## src/rtl/npc_pkg.sv

```systemverilog
// npc_pkg: shared constants for the NPC sequencer.
//   - 3-bit state encoding (ST_FETCH .. ST_HALT) and the matching enum type
//   - default reset PC
//   - performance counter width
package npc_pkg;

    localparam logic [2:0] ST_FETCH  = 3'd0;
    localparam logic [2:0] ST_IWAIT  = 3'd1;
    localparam logic [2:0] ST_DECODE = 3'd2;
    localparam logic [2:0] ST_MEM    = 3'd3;
    localparam logic [2:0] ST_MWAIT  = 3'd4;
    localparam logic [2:0] ST_WB     = 3'd5;
    localparam logic [2:0] ST_HALT   = 3'd6;

    typedef enum logic [2:0] {
        S_FETCH  = ST_FETCH,
        S_IWAIT  = ST_IWAIT,
        S_DECODE = ST_DECODE,
        S_MEM    = ST_MEM,
        S_MWAIT  = ST_MWAIT,
        S_WB     = ST_WB,
        S_HALT   = ST_HALT
    } state_e;

    localparam logic [31:0] NPC_RESET_PC = 32'h8000_0000;
    localparam int          CNT_W        = 64;

endpackage

```

## src/rtl/npc_perf_cnt.sv

```systemverilog
// npc_perf_cnt: cycle and retired-instruction counters.
//   clk, rst     : core clock, synchronous active-high reset
//   in_wb        : sequencer is in its writeback cycle (one retire)
//   halted       : core stopped; both counters freeze
//   cycle_cnt    : non-halted cycles since reset, wraps mod 2^CNT_W
//   instret_cnt  : retired instructions since reset, wraps mod 2^CNT_W
module npc_perf_cnt
    import npc_pkg::*;
(
    input  logic             clk,
    input  logic             rst,
    input  logic             in_wb,
    input  logic             halted,
    output logic [CNT_W-1:0] cycle_cnt,
    output logic [CNT_W-1:0] instret_cnt
);

    logic [CNT_W-1:0] cycle_cnt_q, cycle_cnt_d;
    logic [CNT_W-1:0] instret_cnt_q, instret_cnt_d;

    always_comb begin
        cycle_cnt_d   = cycle_cnt_q;
        instret_cnt_d = instret_cnt_q;
        if (!halted) begin
            cycle_cnt_d = cycle_cnt_q + CNT_W'(1);
            if (in_wb) instret_cnt_d = instret_cnt_q + CNT_W'(1);
        end
    end

    always_ff @(posedge clk) begin
        if (rst) begin
            cycle_cnt_q   <= '0;
            instret_cnt_q <= '0;
        end else begin
            cycle_cnt_q   <= cycle_cnt_d;
            instret_cnt_q <= instret_cnt_d;
        end
    end

    assign cycle_cnt   = cycle_cnt_q;
    assign instret_cnt = instret_cnt_q;

endmodule

```

## src/rtl/npc_ctrl.sv

```systemverilog
// npc_ctrl: multi-cycle sequencer for the NPC single-issue core.
// Owns PC and instruction register; steps each instruction through
// FETCH -> IWAIT -> DECODE -> [MEM -> [MWAIT]] -> WB, or into HALT.
// Ports:
//   clk, rst                        : core clock, synchronous active-high reset
//   imem_req_valid/ready, imem_addr : fetch request handshake (addr = pc)
//   imem_rsp_valid, imem_rsp_data   : returned instruction word
//   inst                            : instruction register, feeds the decoder
//   dec_is_load/store/ebreak/illegal: decoder flags for inst (used in DECODE)
//   dmem_req_valid/ready            : load/store request handshake
//   dmem_rsp_valid                  : load data returned
//   next_pc                         : EXU-resolved next PC, committed in WB
//   pc, rf_wen, halted, halt_illegal: architectural state / status
// Optional: define NPC_PERF_CNT_EN to add 64-bit cycle_cnt / instret_cnt.
module npc_ctrl
    import npc_pkg::*;
#(
    parameter logic [31:0] RESET_PC = NPC_RESET_PC
) (
    input  logic        clk,
    input  logic        rst,
    output logic        imem_req_valid,
    input  logic        imem_req_ready,
    output logic [31:0] imem_addr,
    input  logic        imem_rsp_valid,
    input  logic [31:0] imem_rsp_data,
    output logic [31:0] inst,
    input  logic        dec_is_load,
    input  logic        dec_is_store,
    input  logic        dec_is_ebreak,
    input  logic        dec_illegal,
    output logic        dmem_req_valid,
    input  logic        dmem_req_ready,
    input  logic        dmem_rsp_valid,
    input  logic [31:0] next_pc,
    output logic [31:0] pc,
    output logic        rf_wen,
    output logic        halted,
    output logic        halt_illegal
`ifdef NPC_PERF_CNT_EN
    ,
    output logic [CNT_W-1:0] cycle_cnt,
    output logic [CNT_W-1:0] instret_cnt
`endif
);

    state_e      state_q, state_d;
    logic [31:0] pc_q, pc_d;
    logic [31:0] inst_q, inst_d;
    logic        is_store_q, is_store_d;
    logic        imem_req_valid_q, imem_req_valid_d;
    logic        dmem_req_valid_q, dmem_req_valid_d;
    logic        rf_wen_q, rf_wen_d;
    logic        halted_q, halted_d;
    logic        halt_illegal_q, halt_illegal_d;

    always_comb begin
        state_d        = state_q;
        pc_d           = pc_q;
        inst_d         = inst_q;
        is_store_d     = is_store_q;
        halt_illegal_d = halt_illegal_q;
        unique case (state_q)
            S_FETCH:  if (imem_req_ready) state_d = S_IWAIT;
            S_IWAIT: begin
                if (imem_rsp_valid) begin
                    inst_d  = imem_rsp_data;
                    state_d = S_DECODE;
                end
            end
            S_DECODE: begin
                is_store_d = dec_is_store;
                if (dec_illegal) begin
                    state_d        = S_HALT;
                    halt_illegal_d = 1'b1;
                end else if (dec_is_ebreak) begin
                    state_d = S_HALT;
                end else if (dec_is_load || dec_is_store) begin
                    state_d = S_MEM;
                end else begin
                    state_d = S_WB;
                end
            end
            S_MEM:    if (dmem_req_ready) state_d = is_store_q ? S_WB : S_MWAIT;
            S_MWAIT:  if (dmem_rsp_valid) state_d = S_WB;
            S_WB: begin
                pc_d    = next_pc;
                state_d = S_FETCH;
            end
            S_HALT:   state_d = S_HALT;
            default:  state_d = S_FETCH;
        endcase

        // Moore outputs are registered by decoding the next state, so each
        // one is valid for exactly the cycles spent in its state.
        imem_req_valid_d = (state_d == S_FETCH);
        dmem_req_valid_d = (state_d == S_MEM);
        rf_wen_d         = (state_d == S_WB) && !is_store_d;
        halted_d         = (state_d == S_HALT);
    end

    always_ff @(posedge clk) begin
        if (rst) begin
            state_q          <= S_FETCH;
            pc_q             <= RESET_PC;
            inst_q           <= '0;
            is_store_q       <= 1'b0;
            imem_req_valid_q <= 1'b1;
            dmem_req_valid_q <= 1'b0;
            rf_wen_q         <= 1'b0;
            halted_q         <= 1'b0;
            halt_illegal_q   <= 1'b0;
        end else begin
            state_q          <= state_d;
            pc_q             <= pc_d;
            inst_q           <= inst_d;
            is_store_q       <= is_store_d;
            imem_req_valid_q <= imem_req_valid_d;
            dmem_req_valid_q <= dmem_req_valid_d;
            rf_wen_q         <= rf_wen_d;
            halted_q         <= halted_d;
            halt_illegal_q   <= halt_illegal_d;
        end
    end

    assign imem_req_valid = imem_req_valid_q;
    assign imem_addr      = pc_q;
    assign inst           = inst_q;
    assign dmem_req_valid = dmem_req_valid_q;
    assign pc             = pc_q;
    assign rf_wen         = rf_wen_q;
    assign halted         = halted_q;
    assign halt_illegal   = halt_illegal_q;

`ifdef NPC_PERF_CNT_EN
    logic in_wb;
    assign in_wb = (state_q == S_WB);

    npc_perf_cnt u_perf_cnt (
        .clk         (clk),
        .rst         (rst),
        .in_wb       (in_wb),
        .halted      (halted_q),
        .cycle_cnt   (cycle_cnt),
        .instret_cnt (instret_cnt)
    );
`endif

endmodule

```

## config.mk

```make
export PLATFORM = sky130hd
export DESIGN_NAME = npc_ctrl
export DESIGN_NICKNAME = d
export VERILOG_FILES = /design/src/rtl/npc_pkg.sv /design/src/rtl/npc_perf_cnt.sv /design/src/rtl/npc_ctrl.sv
export SDC_FILE = /design/constraint.sdc
export NUM_CORES = 1
export LEC_CHECK = 0
export BUFFER_PORTS_ARGS = -buffer_cell sky130_fd_sc_hd__buf_2
export CORE_ASPECT_RATIO = 2
export CORE_MARGIN = 10
export CORE_UTILIZATION = 46
export CTS_BUF_LIST = sky130_fd_sc_hd__clkbuf_16
export DETAILED_ROUTE_END_ITERATION = 16
export PLACE_DENSITY = 0.83
export SLEW_MARGIN = 0
export SYNTH_ARGS = -nofsm -noshare
export SYNTH_HDL_FRONTEND = slang
export SYNTH_HIERARCHICAL = 1
export SYNTH_SLANG_ARGS = --single-unit
```

## constraint.sdc

```tcl
create_clock -name clk -period 3.3 [get_ports clk]
set_input_delay 0.66 -clock clk [delete_from_list [all_inputs] [get_ports clk]]
set_output_delay 0.66 -clock clk [all_outputs]
set_load 0.02 [all_outputs]
```

Word level (Yosys, flattened, before mapping)
Index checks and enable logic that the tools add are counted.

Flip-flop bits (word level): 73.

Eq/ne operators: 9. Reductions and logical operators: 7. Muxes and demuxes: 10.

Operators by type and width (count): 3-bit 2-to-1 mux (7); 3-bit one-hot mux with 6 select lines (1); 3-bit equality test, second input constant (5); 3-bit by 2-bit equality test with 1-bit output, second input constant (3); 3-bit logical NOT (2); 2-bit AND reduction (2); 3-bit by 1-bit equality test with 1-bit output, second input constant (1); 1-bit 2-to-1 mux (2); 1-bit logical AND (1); 1-bit logical NOT (1); 1-bit logical OR (1).

Longest topological paths before layout
Gate-level depths: netlist (run 1).

Depth after elaboration: 7. Depth in mapped cells: 7. Depth with buffers taken out: 4.

Least setup slack after synthesis (run 1)
OpenSTA, ideal clock, no wires.

Kind: input -> register. Start: in dec_is_ebreak. End: reg rf_wen_q, in the netlist rf_wen. Stages on the path: 4. Path slack: 1.719 ns. Arrival time: 1.464 ns. Library setup time: 0.117 ns. Cells stage by stage: nor2_1 -> a22o_1 -> a221oi_2 -> and4b_1.

Longest elaborated chain between the ends: 5.

RTL lines: from (decl) (RTL line npc_ctrl.sv:30) `input logic dec_is_ebreak,`; 3-bit 2-to-1 mux (RTL line npc_ctrl.sv:76) `end else if (dec_is_ebreak) begin`; 3-bit 2-to-1 mux (RTL line npc_ctrl.sv:73) `if (dec_illegal) begin`; 3-bit one-hot mux with 6 select lines (RTL line npc_ctrl.sv:63) `unique case (state_q)`; 3-bit equality test (RTL line npc_ctrl.sv:98) `rf_wen_d = (state_d == S_WB) && !is_store_d;`; 1-bit logical AND (RTL line npc_ctrl.sv:98); to (signal assigned) (RTL line npc_ctrl.sv:120) `rf_wen_q <= rf_wen_d;`; to (decl) (RTL line npc_ctrl.sv:53) `logic rf_wen_q, rf_wen_d;`.

No other way between the ends. A chain may end at the register's enable or synchronous reset.

Worst setup path in the final report (run 1)
Start: reg state_q[0]. End: reg pc_q[29], in the netlist imem_addr[29].

Longest elaborated chain between the ends: 1.

RTL lines: from (decl) (RTL line npc_ctrl.sv:47) `state_e state_q, state_d;`; from (signal assigned) (RTL line npc_ctrl.sv:114) `state_q <= state_d;`; 3-bit equality test (RTL line npc_ctrl.sv:63); to (signal assigned) (RTL line npc_ctrl.sv:115) `pc_q <= pc_d;`; to (decl) (RTL line npc_ctrl.sv:48) `logic [31:0] pc_q, pc_d;`.

No other way between the ends.

==> results of run 1 <==
[sequential cells by signal, summed over array words and instances (netlist names)]
name / flops
imem_addr: 32
inst: 32
state_q: 3
dmem_req_valid: 1
halt_illegal: 1
halted: 1
imem_req_valid: 1
is_store_q: 1
rf_wen: 1
[layout make-up]
type / instances / area, µm² / area share
Antenna cell: 1 / 2.50 / 0.000667
Clock buffer: 9 / 225 / 0.0601
Clock inverter: 7 / 30.0 / 0.00801
Inverter: 2 / 7.51 / 0.00200
Multi-Input combinational cell: 228 / 1050 / 0.280
Sequential cell: 73 / 1460 / 0.390
Tap cell: 63 / 78.8 / 0.0210
Timing Repair Buffer: 177 / 893 / 0.238
[power by group]
| part | total, W | switching [W] | internal, W |
|---|---|---|---|
| Combinational | 0.000223 | 0.000136 | 0.0000870 |
| Sequential | 0.000934 | 0.0000206 | 0.000913 |
| Clock | 0.000822 | 0.000329 | 0.000493 |
[placed cells by master, fill, tap and decap left out]
| master | instances |
|---|---|
| buf_2 | 174 |
| nand2_1 | 128 |
| dfxtp_1 | 73 |
| a21oi_1 | 68 |
| clkbuf_16 | 9 |
| nor2_1 | 7 |
| inv_1 | 4 |
| nand2b_1 | 3 |
| nor2b_1 | 3 |
| clkinv_2 | 3 |
| buf_4 | 3 |
| nand3b_1 | 2 |
| mux2i_1 | 2 |
| nor3_1 | 2 |
| clkinv_1 | 2 |
| diode_2 | 1 |
| nor3b_4 | 1 |
| nor2_2 | 1 |
| or2_1 | 1 |
| nor2b_4 | 1 |
| nand3_1 | 1 |
| a22o_1 | 1 |
| a221oi_2 | 1 |
| o31ai_1 | 1 |
| a31oi_1 | 1 |
| and2_1 | 1 |
| a31o_2 | 1 |
| nor4b_1 | 1 |
| and4b_1 | 1 |
[worst register-to-register path, cell delays in order, from the launching register on]
cell and delay (ns):
dfxtp_1 0.50, nand3b_1 0.89, nand2_1 0.34, a21oi_1 0.10
[worst min path at each step]
stage	depth (start not counted)	slack (ns)	endpoint
2_1_floorplan	2	0.47	is_store_q
3_3_place_gp	2	0.44	inst[31]
3_5_place_dp	2	0.44	inst[4]
4_1_cts	2	0.45	inst[4]
5_1_grt	2	0.47	inst[4]
6_report	2	0.45	inst[5]
[cell families (layout without fill, tap and decap cells)]
family	Yosys count	count (layout)
other	0	1
buffers and inverters	56	195
AOI/OAI and AO/OA	73	73
DFF	73	73
and+or+nand+nor	153	153
muxes	2	2
[through the flow]
step	utilization	cell area, µm²
CTS	0.624	3750
global placement	0.581	3490
finish	0.624	3750
floorplan	-	2850
detailed placement	0.581	3490
global route	0.624	3750
[metal layers]
layer	vias up	GRT usage	share of wire
li1	1387	-	-
met1	1249	0.151	0.35
met2	115	0.292	0.53
met3	14	0.0694	0.096
met4	0	0.0769	0.026
met5	-	0	0
==> results.md, run 1 <==
* Status: finished, final reports clean
* Sequential share of the synthesized area at 0.513
* First-pass GRT wire length at 12700 µm
* # resized after CTS at 0
* Yosys warns at 6
* # port buffers at around 170
* Clock Skews at roughly 0.010 ns
* Critical path class: flip-flop to flip-flop
* ANT nets after route at 0
* Post-Synth Simple-Gate Area at 0.223
* Routed WL at around 8500 µm
* Worst-skew pair later-pin latency at 0.33 ns
* R2R cell count at 3
* Synthesized area per cell at between 7 and 8 µm²
* Via count at 2765
* Tot Pwr at approximately 0.0020 W
* Synth Flop Type: dfxtp_1
* Final Hold Viols at 0
* Crit. End Element: flip-flop
* Max_slew headroom at 0.186
* Initial Utilization at 0.474
* Crit-path max FO at 32
* Arrival @ worst endpoint at 2.16 ns
* Mapped Area at approximately 0.0028 mm²
* Asr flop ratio synth at 0
* Worst-case clock buffer depth at 2
* Setup_tns at 0 ns
* Slew Viols, Final at 0
* Core ar. at ~0.006 mm²
* Clk slew on worst S/H paths at around 0.060 ns
* Gr ovfl total at 0
* Fmax achieved at about 500 MHz
* Pwr Density at about 530 mW/mm²
* Post-synth top area share at 0.513
* H-Tree Depth at 3
* Clock sinks at between 70 and 80
* Setup WS post-layout at approximately 1.3 ns
* FF-to-FF End: imem_addr[29]
* Post-synthesis adder-cell area fraction at 0
* Post-synth net total at 431
* CTS tree: yes
* Routed WL per cell at ~15 µm
* Root buffer cell: clkbuf_16
* Hold_buf cts at 0
* Leak Pwr at around 1.8 nW
* Die Span X at ~76 µm
* Max Cap Violations at 0
* Count leader, synth: nand2_1
* Hold Worst Slack at between 0.4 and 0.5 ns
* CP max stage cell: nand3b_1
* Library cells used by synthesis at 26
* Worst reg2reg setup slack at roughly 1.3 ns
* Gr usage total at 0.165
* Vias in the first global route at between 2000 and 3000
* Critical Path RT at approximately 3.5 ns
* #FFs+latches synth at between 70 and 80
* Post-synth top cells: nand2_1 (128), dfxtp_1 (73), a21oi_1 (68)
* Launch point of the worst path: state_q[0]
* Compound-Gate Fraction of Synth Area at 0.136
* Post-CTS Setup Bufs at 0
* Final nets at between 500 and 600
* Area leader, netlist: dfxtp_1
* Starting DRC count in detailed routing at around 110
* Largest family of logic cells by synthesized area: simple AND/OR/NAND/NOR gates
* Vias per cell at just under 5
* CP startpoint kind: flip-flop
* HP Class: flip-flop to flip-flop
* Family with the most delay on the worst path: simple AND/OR/NAND/NOR gates
* Gpl congestion at 0.752
* CP peak stage delay at 0.89 ns
* Antenna violations before repair at 1
* Post-Syn Instances at around 360
* Area delta synth->final at 31.6%
* Drt pass-1 iters at 6
* Number of synthesized flops with an enable pin at 0
* Pre-CTS WS at about 1.2 ns
* Placed Cells at between 500 and 600
* Die extent in y at 131 µm
* VDD IR-drop max at between 400 and 500 µV
* Die area at 0.00993 mm²
* # setup viols final at 0
* Crit share post-route at 0.605
* Xor and xnor area share after synthesis at 0
* Hold path startpoint: inst[5]
* Layout cells sized above 1 at 0.391
* Crit path capture: imem_addr[29]
* Top post-synthesis cells by area: dfxtp_1 (51%), nand2_1 (17%), a21oi_1 (12%)
* Final Critical Period at 2.00 ns
* Tightest Pin Transition at about 1.2 ns
* DP HPWL at 6520 µm
* FF-to-FF Start: state_q[0]
* CP Depth at 3
* Post-synthesis mux area share at 0.00703
* Drt drc at 0
* Cts bufs inserted at 9
* Layout Cells excl Fill at 560
* CP cell instances: nand3b_1, nand2_1, a21oi_1
* # fillers at around 520
* RSZ-0062 raised after global routing: false
* Largest net degree at the start of global routing at between 50 and 60
* I/O Pins at 175
* Std cell rows at 40
* Critical path buffers and inverters at 0
Power figures use the tool's default switching activity.
==> inputs of run 2 (changes only) <==
--- a/config.mk
+++ b/config.mk
@@ -8,10 +8,10 @@
 export BUFFER_PORTS_ARGS = -buffer_cell sky130_fd_sc_hd__buf_2
 export CORE_ASPECT_RATIO = 2
 export CORE_MARGIN = 10
-export CORE_UTILIZATION = 46
+export CORE_UTILIZATION = 43
 export CTS_BUF_LIST = sky130_fd_sc_hd__clkbuf_16
 export DETAILED_ROUTE_END_ITERATION = 16
-export PLACE_DENSITY = 0.83
+export PLACE_DENSITY = 0.78
 export SLEW_MARGIN = 0
 export SYNTH_ARGS = -nofsm -noshare
 export SYNTH_HDL_FRONTEND = slang
==> constraint.sdc (replaced) <==
create_clock -name clk -period 2.02 [get_ports clk]
set_input_delay 0.404 -clock clk [delete_from_list [all_inputs] [get_ports clk]]
set_output_delay 0.404 -clock clk [all_outputs]
set_load 0.02 [all_outputs]
==> run 2 against run 1 <==
Effect of this change:
- critical path depth increased by 1
- fmax increased by 31%
- final cell count increased by 4.1%
- register-to-register slack got worse by 0.81 ns
- worst hold slack got worse by 0.16 ns
- wire length increased by 1.2%
- worst setup slack got worse by 0.81 ns
- sequential cell count unchanged
- critical endpoint is now rf_wen
- highest routed layer unchanged
==> results.md, run 2 (synthesis results as in run 1) <==
* Routed WL at 8560 µm
* Clock Skews at 0.00427 ns
* Hold Crit Depth at 3
* Drt pass-1 iters at 4
* Die Span X at around 78 µm
* Fmax achieved at roughly 660 MHz
* Crit path capture: rf_wen
* Root buffer cell: clkbuf_16
* # port buffers at between 150 and 200
* Family with the most delay on the worst path: compound AO/OA/AOI/OAI gates
* Critical path buffers and inverters at 0
* Gpl congestion at 0.818
* CP max stage cell: dfxtp_1
* First-pass GRT wire length at 13700 µm
* Crit. End Element: flip-flop
* Final Hold Viols at 0
* Die area at about 0.010 mm²
* Routed WL per cell at roughly 15 µm
* # fillers at between 600 and 700
* Arrival @ worst endpoint at around 1.7 ns
* Most frequent cells in the layout: buf_2 (174), nand2_1 (128), dfxtp_1 (73)
* RSZ-0062 raised after global routing: false
* Antenna violations before repair at 0
* CP startpoint kind: flip-flop
* Critical path class: flip-flop to flip-flop
* Final Critical Period at approximately 1.5 ns
* Core ar. at about 0.0064 mm²
* FF-to-FF End: rf_wen
* Tightest Pin Transition at between 0.5 and 0.6 ns
* Crit share post-route at 0.755
* Layout Cells excl Fill at 583
* Largest net degree at the start of global routing at 35
* Worst-skew pair later-pin latency at 0.33 ns
* Gr usage total at 0.161
* Cts bufs inserted at 9
* Gr ovfl total at 0
* Max Cap Violations at 0
* Worst reg2reg setup slack at slightly below 0.5 ns
* CP cell instances: nor2_1, a22o_1, a221oi_2, and4b_1
* H-Tree Depth at 3
* Leak Pwr at about 1.8 nW
* Setup_tns at 0 ns
* CTS tree: yes
* Die extent in y at 135 µm
* Crit-path max FO at 9
* Vias per cell at around 4.7
* Leading cell type in the layout, fill and taps excluded: buf_2
* HP Class: input pin to flip-flop
* Launch point of the worst path: state_q[1]
* CP Depth at 4
* Post-CTS Setup Bufs at 0
* Hold Worst Slack at between 0.2 and 0.3 ns
* FF-to-FF Start: state_q[1]
* Std cell rows at approximately 40
* R2R cell count at 4
* Clock sinks at 73
* Slew Viols, Final at 0
* # setup viols final at 0
* Final nets at around 570
* Layout cells sized above 1 at 0.394
* Status: finished, final reports clean
* Starting DRC count in detailed routing at 90
* I/O Pins at 175
* Via count at roughly 2800
* Worst-case clock buffer depth at 2
* Placed Cells at between 500 and 600
* ANT nets after route at 0
* Drt drc at 0
* Clk slew on worst S/H paths at 0.05 ns
* Max_slew headroom at 0.648
* VDD IR-drop max at roughly 600 µV
* Hold_buf cts at 0
* Tot Pwr at between 0.003 and 0.004 W
* Critical Path RT at between 2 and 2.5 ns
* # resized after CTS at 0
* Initial Utilization at 0.448
* Pwr Density at about 840 mW/mm²
* DP HPWL at 6810 µm
* CP peak stage delay at around 0.52 ns
* Area delta synth->final at 34.0%
* Vias in the first global route at just under 3000
* # diodes at 0
## run 2: per-layer routing
| metal | track usage | share of wire | up-vias |
|---|---|---|---|
| li1 | - | - | 1391 |
| met1 | 0.141 | 0.34 | 1224 |
| met2 | 0.287 | 0.53 | 119 |
| met3 | 0.0824 | 0.10 | 19 |
| met4 | 0.0929 | 0.029 | 0 |
| met5 | 0 | 0 | - |
## run 2: worst reg2reg max path, delay by kind of cell, from the launching register on
kind	cells	cell delay [ns]
AOI/OAI and AO/OA	2	0.57
DFF	1	0.52
and+or+nand+nor	2	0.32
## run 2: how the worst min path moves through the flow
stage / startpoint / endpoint
floorplan: is_store_q / is_store_q
global placement: inst[12] / inst[12]
detailed placement: inst[4] / inst[4]
CTS: next_pc[31] / imem_addr[31]
global route: next_pc[31] / imem_addr[31]
finish: next_pc[31] / imem_addr[31]
## run 2: report_power, final
part | internal (W) | switching (W) | total, W
sequential | 0.00149 | 0.0000338 | 0.00153
combinational | 0.000150 | 0.000221 | 0.000371
clock | 0.000792 | 0.000522 | 0.00131
## run 2: final cells by class
type,count,area (µm²),share of cell area
timing repair buffer,181,948,0.248
tap,86,108,0.0282
sequential,73,1460,0.383
inverter,2,7.51,0.00197
clock inverter,4,16.3,0.00426
clock buffer,9,225,0.0590
multi-input combinational,228,1050,0.275
## run 2: stage by stage
step,instance area (µm²),setup slack (ns),util
2_1_floorplan,2850,0.593,-
3_3_place_gp,3580,0.555,0.562
3_5_place_dp,3580,0.493,0.562
4_1_cts,3820,0.486,0.600
5_1_grt,3820,0.384,0.600
6_report,3820,0.494,0.600
==> inputs of run 3 (changes only) <==
--- a/config.mk
+++ b/config.mk
@@ -5,13 +5,14 @@
 export SDC_FILE = /design/constraint.sdc
 export NUM_CORES = 1
 export LEC_CHECK = 0
+export ABC_AREA = 1
 export BUFFER_PORTS_ARGS = -buffer_cell sky130_fd_sc_hd__buf_2
 export CORE_ASPECT_RATIO = 2
 export CORE_MARGIN = 10
-export CORE_UTILIZATION = 43
+export CORE_UTILIZATION = 39
 export CTS_BUF_LIST = sky130_fd_sc_hd__clkbuf_16
 export DETAILED_ROUTE_END_ITERATION = 16
-export PLACE_DENSITY = 0.78
+export PLACE_DENSITY = 0.74
 export SLEW_MARGIN = 0
 export SYNTH_ARGS = -nofsm -noshare
 export SYNTH_HDL_FRONTEND = slang
==> constraint.sdc (replaced) <==
create_clock -name clk -period 1.4 [get_ports clk]
set_input_delay 0.28 -clock clk [delete_from_list [all_inputs] [get_ports clk]]
set_output_delay 0.28 -clock clk [all_outputs]
set_load 0.02 [all_outputs]
==> run 3 against run 2 <==
Effect of this change:
- register-to-register slack got worse by 0.37 ns
- non-clock buffer count up 5
- die area increased by 11%
- wire length fell by 1.2%
- worst hold slack worse by 0.12 ns
- final cell count up 7.2%
- critical path type unchanged
- largest power group is now the clock network
==> results.md, run 3 <==
* Hold path startpoint: next_pc[31]
* Starting DRC count in detailed routing at 56
* Met1 global-route usage at 0.119
* Std cell rows at 44
* Yosys warns at 6
* Sequential share of the synthesized area at 0.494
* Library cells used by synthesis at 21
* # diodes at 0
* Gpl congestion at ~0.79
* Critical Path RT at roughly 1.7 ns
* CTS tree: yes
* Hold Crit Depth at 3
* Vias per cell at ~4.5
* Die area at 0.0117 mm²
* Count leader, synth: nand2_1
* Placed Cells at 609
* DP HPWL at 6870 µm
* Final nets at ~600
* Post-synth top area share at 0.494
* Final Hold Viols at 0
* Clock Skews at 0.00504 ns
* Post-Syn Instances at approximately 380
* #FFs+latches synth at between 70 and 80
* Asr flop ratio synth at 0
* Gr usage total at 0.140
* Critical path's most frequent cell: nor2_1
* Worst reg2reg setup slack at 0.13 ns
* Clk slew on worst S/H paths at around 0.06 ns
* Layout Cells excl Fill at about 630
* Max_slew headroom at 0.806
* Tightest Pin Transition at approximately 0.29 ns
* Setup_tns at 0 ns
* Slew Viols, Final at 0
* Number of synthesized flops with an enable pin at 0
* FF-to-FF Start: state_q[1]
* Root buffer cell: clkbuf_16
* Antenna violations before repair at 0
* Via count at around 2800
* ANT nets after route at 0
* Worst-case clock buffer depth at 2
* Routed WL per cell at around 14 µm
* Initial Utilization at 0.404
* Vias in the first global route at 2800
* Switching share of power at 0.256
* Crit share post-route at 0.909
* Final Critical Period at around 1.3 ns
* Clock sinks at 73
* Mapped Area at ~0.0030 mm²
* Largest net degree at the start of global routing at 28
* CP startpoint kind: flip-flop
* Post-synth top cells: nand2_1 (84), nor2_1 (74), dfxtp_1 (73)
* Clock share of power at 0.430
* Busiest grt layer: met2
* Synth Flop Type: dfxtp_1
* Layout cells sized above 1 at 0.403
* Grt met2 use at 0.245
* Leak Pwr at 2.04 nW
* Die extent in y at around 140 µm
* # setup viols final at 0
* Crit-path max FO at 10
* Most frequent cells in the layout: buf_2 (174), nand2_1 (84), nor2_1 (74)
* Crit. End Element: flip-flop
* Die Span X at roughly 80 µm
* R2R cell count at 6
* Core ar. at approximately 0.0073 mm²
* Area leader, netlist: dfxtp_1
* Drt drc at 0
* Routed WL at ~8500 µm
* Sequential share of power at 0.415
* H-Tree Depth at 3
* Post-synth net total at 456
* Footprint of the multi-input gates at between 0.001 and 0.0015 mm²
* CP peak stage delay at between 0.3 and 0.4 ns
* Post-CTS Setup Bufs at 0
* FF/Latch Area at ~0.0015 mm²
* VDD IR-drop max at between 900 and 1000 µV
* Cts bufs inserted at 9
* Gr ovfl total at 0
* Max Cap Violations at 0
* Launch point of the worst path: state_q[1]
* Drt pass-1 iters at 4
* Fmax achieved at roughly 800 MHz
* Synthesized area per cell at just under 8 µm²
* M3 GR Usage at 0.0874
* CP max stage cell: dfxtp_1
* # fillers at 699
* Logic pwr share at 0.155
* HP Class: input pin to flip-flop
* Arrival @ worst endpoint at around 1.5 ns
* FF-to-FF End: inst[27]
* Top post-synthesis cells by area: dfxtp_1 (49%), nand2_1 (11%), nor2_1 (9.4%)
* Psw at 0.00140 W
* Min-Delay Endpoint: imem_addr[31]
* Status: finished, final reports clean
* RSZ-0062 raised after global routing: false
* Internal power at 0.00407 W
* CP cell instances: nor2_8, nand3_4, inv_2, buf_4, nor2_1, nor2_1
* Worst-skew pair later-pin latency at approximately 0.33 ns
* Leading cell type in the layout, fill and taps excluded: buf_2
* Area delta synth->final at 35.5%
* # port buffers at ~170
* Pwr Density at 1370 mW/mm²
* I/O Pins at ~180
* First-pass GRT wire length at between 10000 and 15000 µm
* Critical path class: flip-flop to flip-flop
==> run 3: cell types whose count changed after synthesis, sizes merged, moves of 3 or more <==
cell | previous run | this run
nor2 | 8 | 78
nor2b | 4 | 0
inv | 2 | 17
clkbuf | 11 | 6
nand2 | 128 | 88
nand3 | 1 | 9
a21oi | 68 | 32
nand2b | 3 | 0
o21ai | 0 | 33
==> run 3: power groups by stage <==
stage / Clock [W] / Combinational [W] / Sequential (W)
global route: 0.00249 / 0.000942 / 0.00228
global placement: 0 / 0.000842 / 0.00231
floorplan: 0 / 0.000398 / 0.00246
finish: 0.00235 / 0.000845 / 0.00227
CTS: 0.00242 / 0.000857 / 0.00227
detailed placement: 0 / 0.000855 / 0.00231
==> run 3: layer usage <==
metal	vias to the layer above	share of wire	routed length (µm)
met3	16	0.15	1280
met2	129	0.50	4270
met4	0	0.021	176
met5	-	0	0
met1	1226	0.32	2730
li1	1454	-	-
==> run 3: cell families after synthesis <==
kind of cell / share of synthesized area
buf+inv: 0.145
flops: 0.494
compound gates: 0.110
simple gates: 0.250
==> run 3: cell type report <==
cell class | instances | area share
multi-input cells | 241 | 0.266
clock buffers | 9 | 0.0562
clock inverters | 7 | 0.0212
repair buffers | 186 | 0.247
flip-flops and latches | 73 | 0.365
well taps | 92 | 0.0287
inverters | 17 | 0.0159
==> run 3: how the worst max path moves through the flow <==
stage	cells after the start	to	slack [ns]
3_5_place_dp	5	imem_addr[17]	0.12
6_report	6	inst[27]	0.13
3_3_place_gp	5	imem_addr[12]	0.17
2_1_floorplan	7	imem_req_valid	0.27
5_1_grt	6	imem_addr[16]	0.02
4_1_cts	5	imem_addr[17]	0.11
==> run 3: through the flow <==
| stage | cell area [µm²] | setup WS (ns) | hold slack [ns] | power (W) | utilization |
|---|---|---|---|---|---|
| 2_1_floorplan | 2960 | 0.266 | 0.393 | 0.00285 | - |
| 3_3_place_gp | 3690 | 0.168 | 0.455 | 0.00315 | 0.504 |
| 3_5_place_dp | 3690 | 0.123 | 0.456 | 0.00317 | 0.504 |
| 4_1_cts | 4000 | 0.107 | 0.149 | 0.00554 | 0.546 |
| 5_1_grt | 4010 | 0.0215 | 0.170 | 0.00572 | 0.547 |
| 6_report | 4010 | 0.128 | 0.163 | 0.00547 | 0.547 |
==> run 3: repair_timing <==
| action | CTS | global route |
|---|---|---|
| hold buffers | 0 | 0 |
| gates resized for setup | 0 | 1 |
| setup endpoints to repair | 0 | 1 |
==> run 3: critical path: cells and delay by family, from the launching register on <==
kind                   cells  cell delay, ns
and+or+nand+nor            4            0.48
DFF                        1            0.39
buffers and inverters      2            0.34
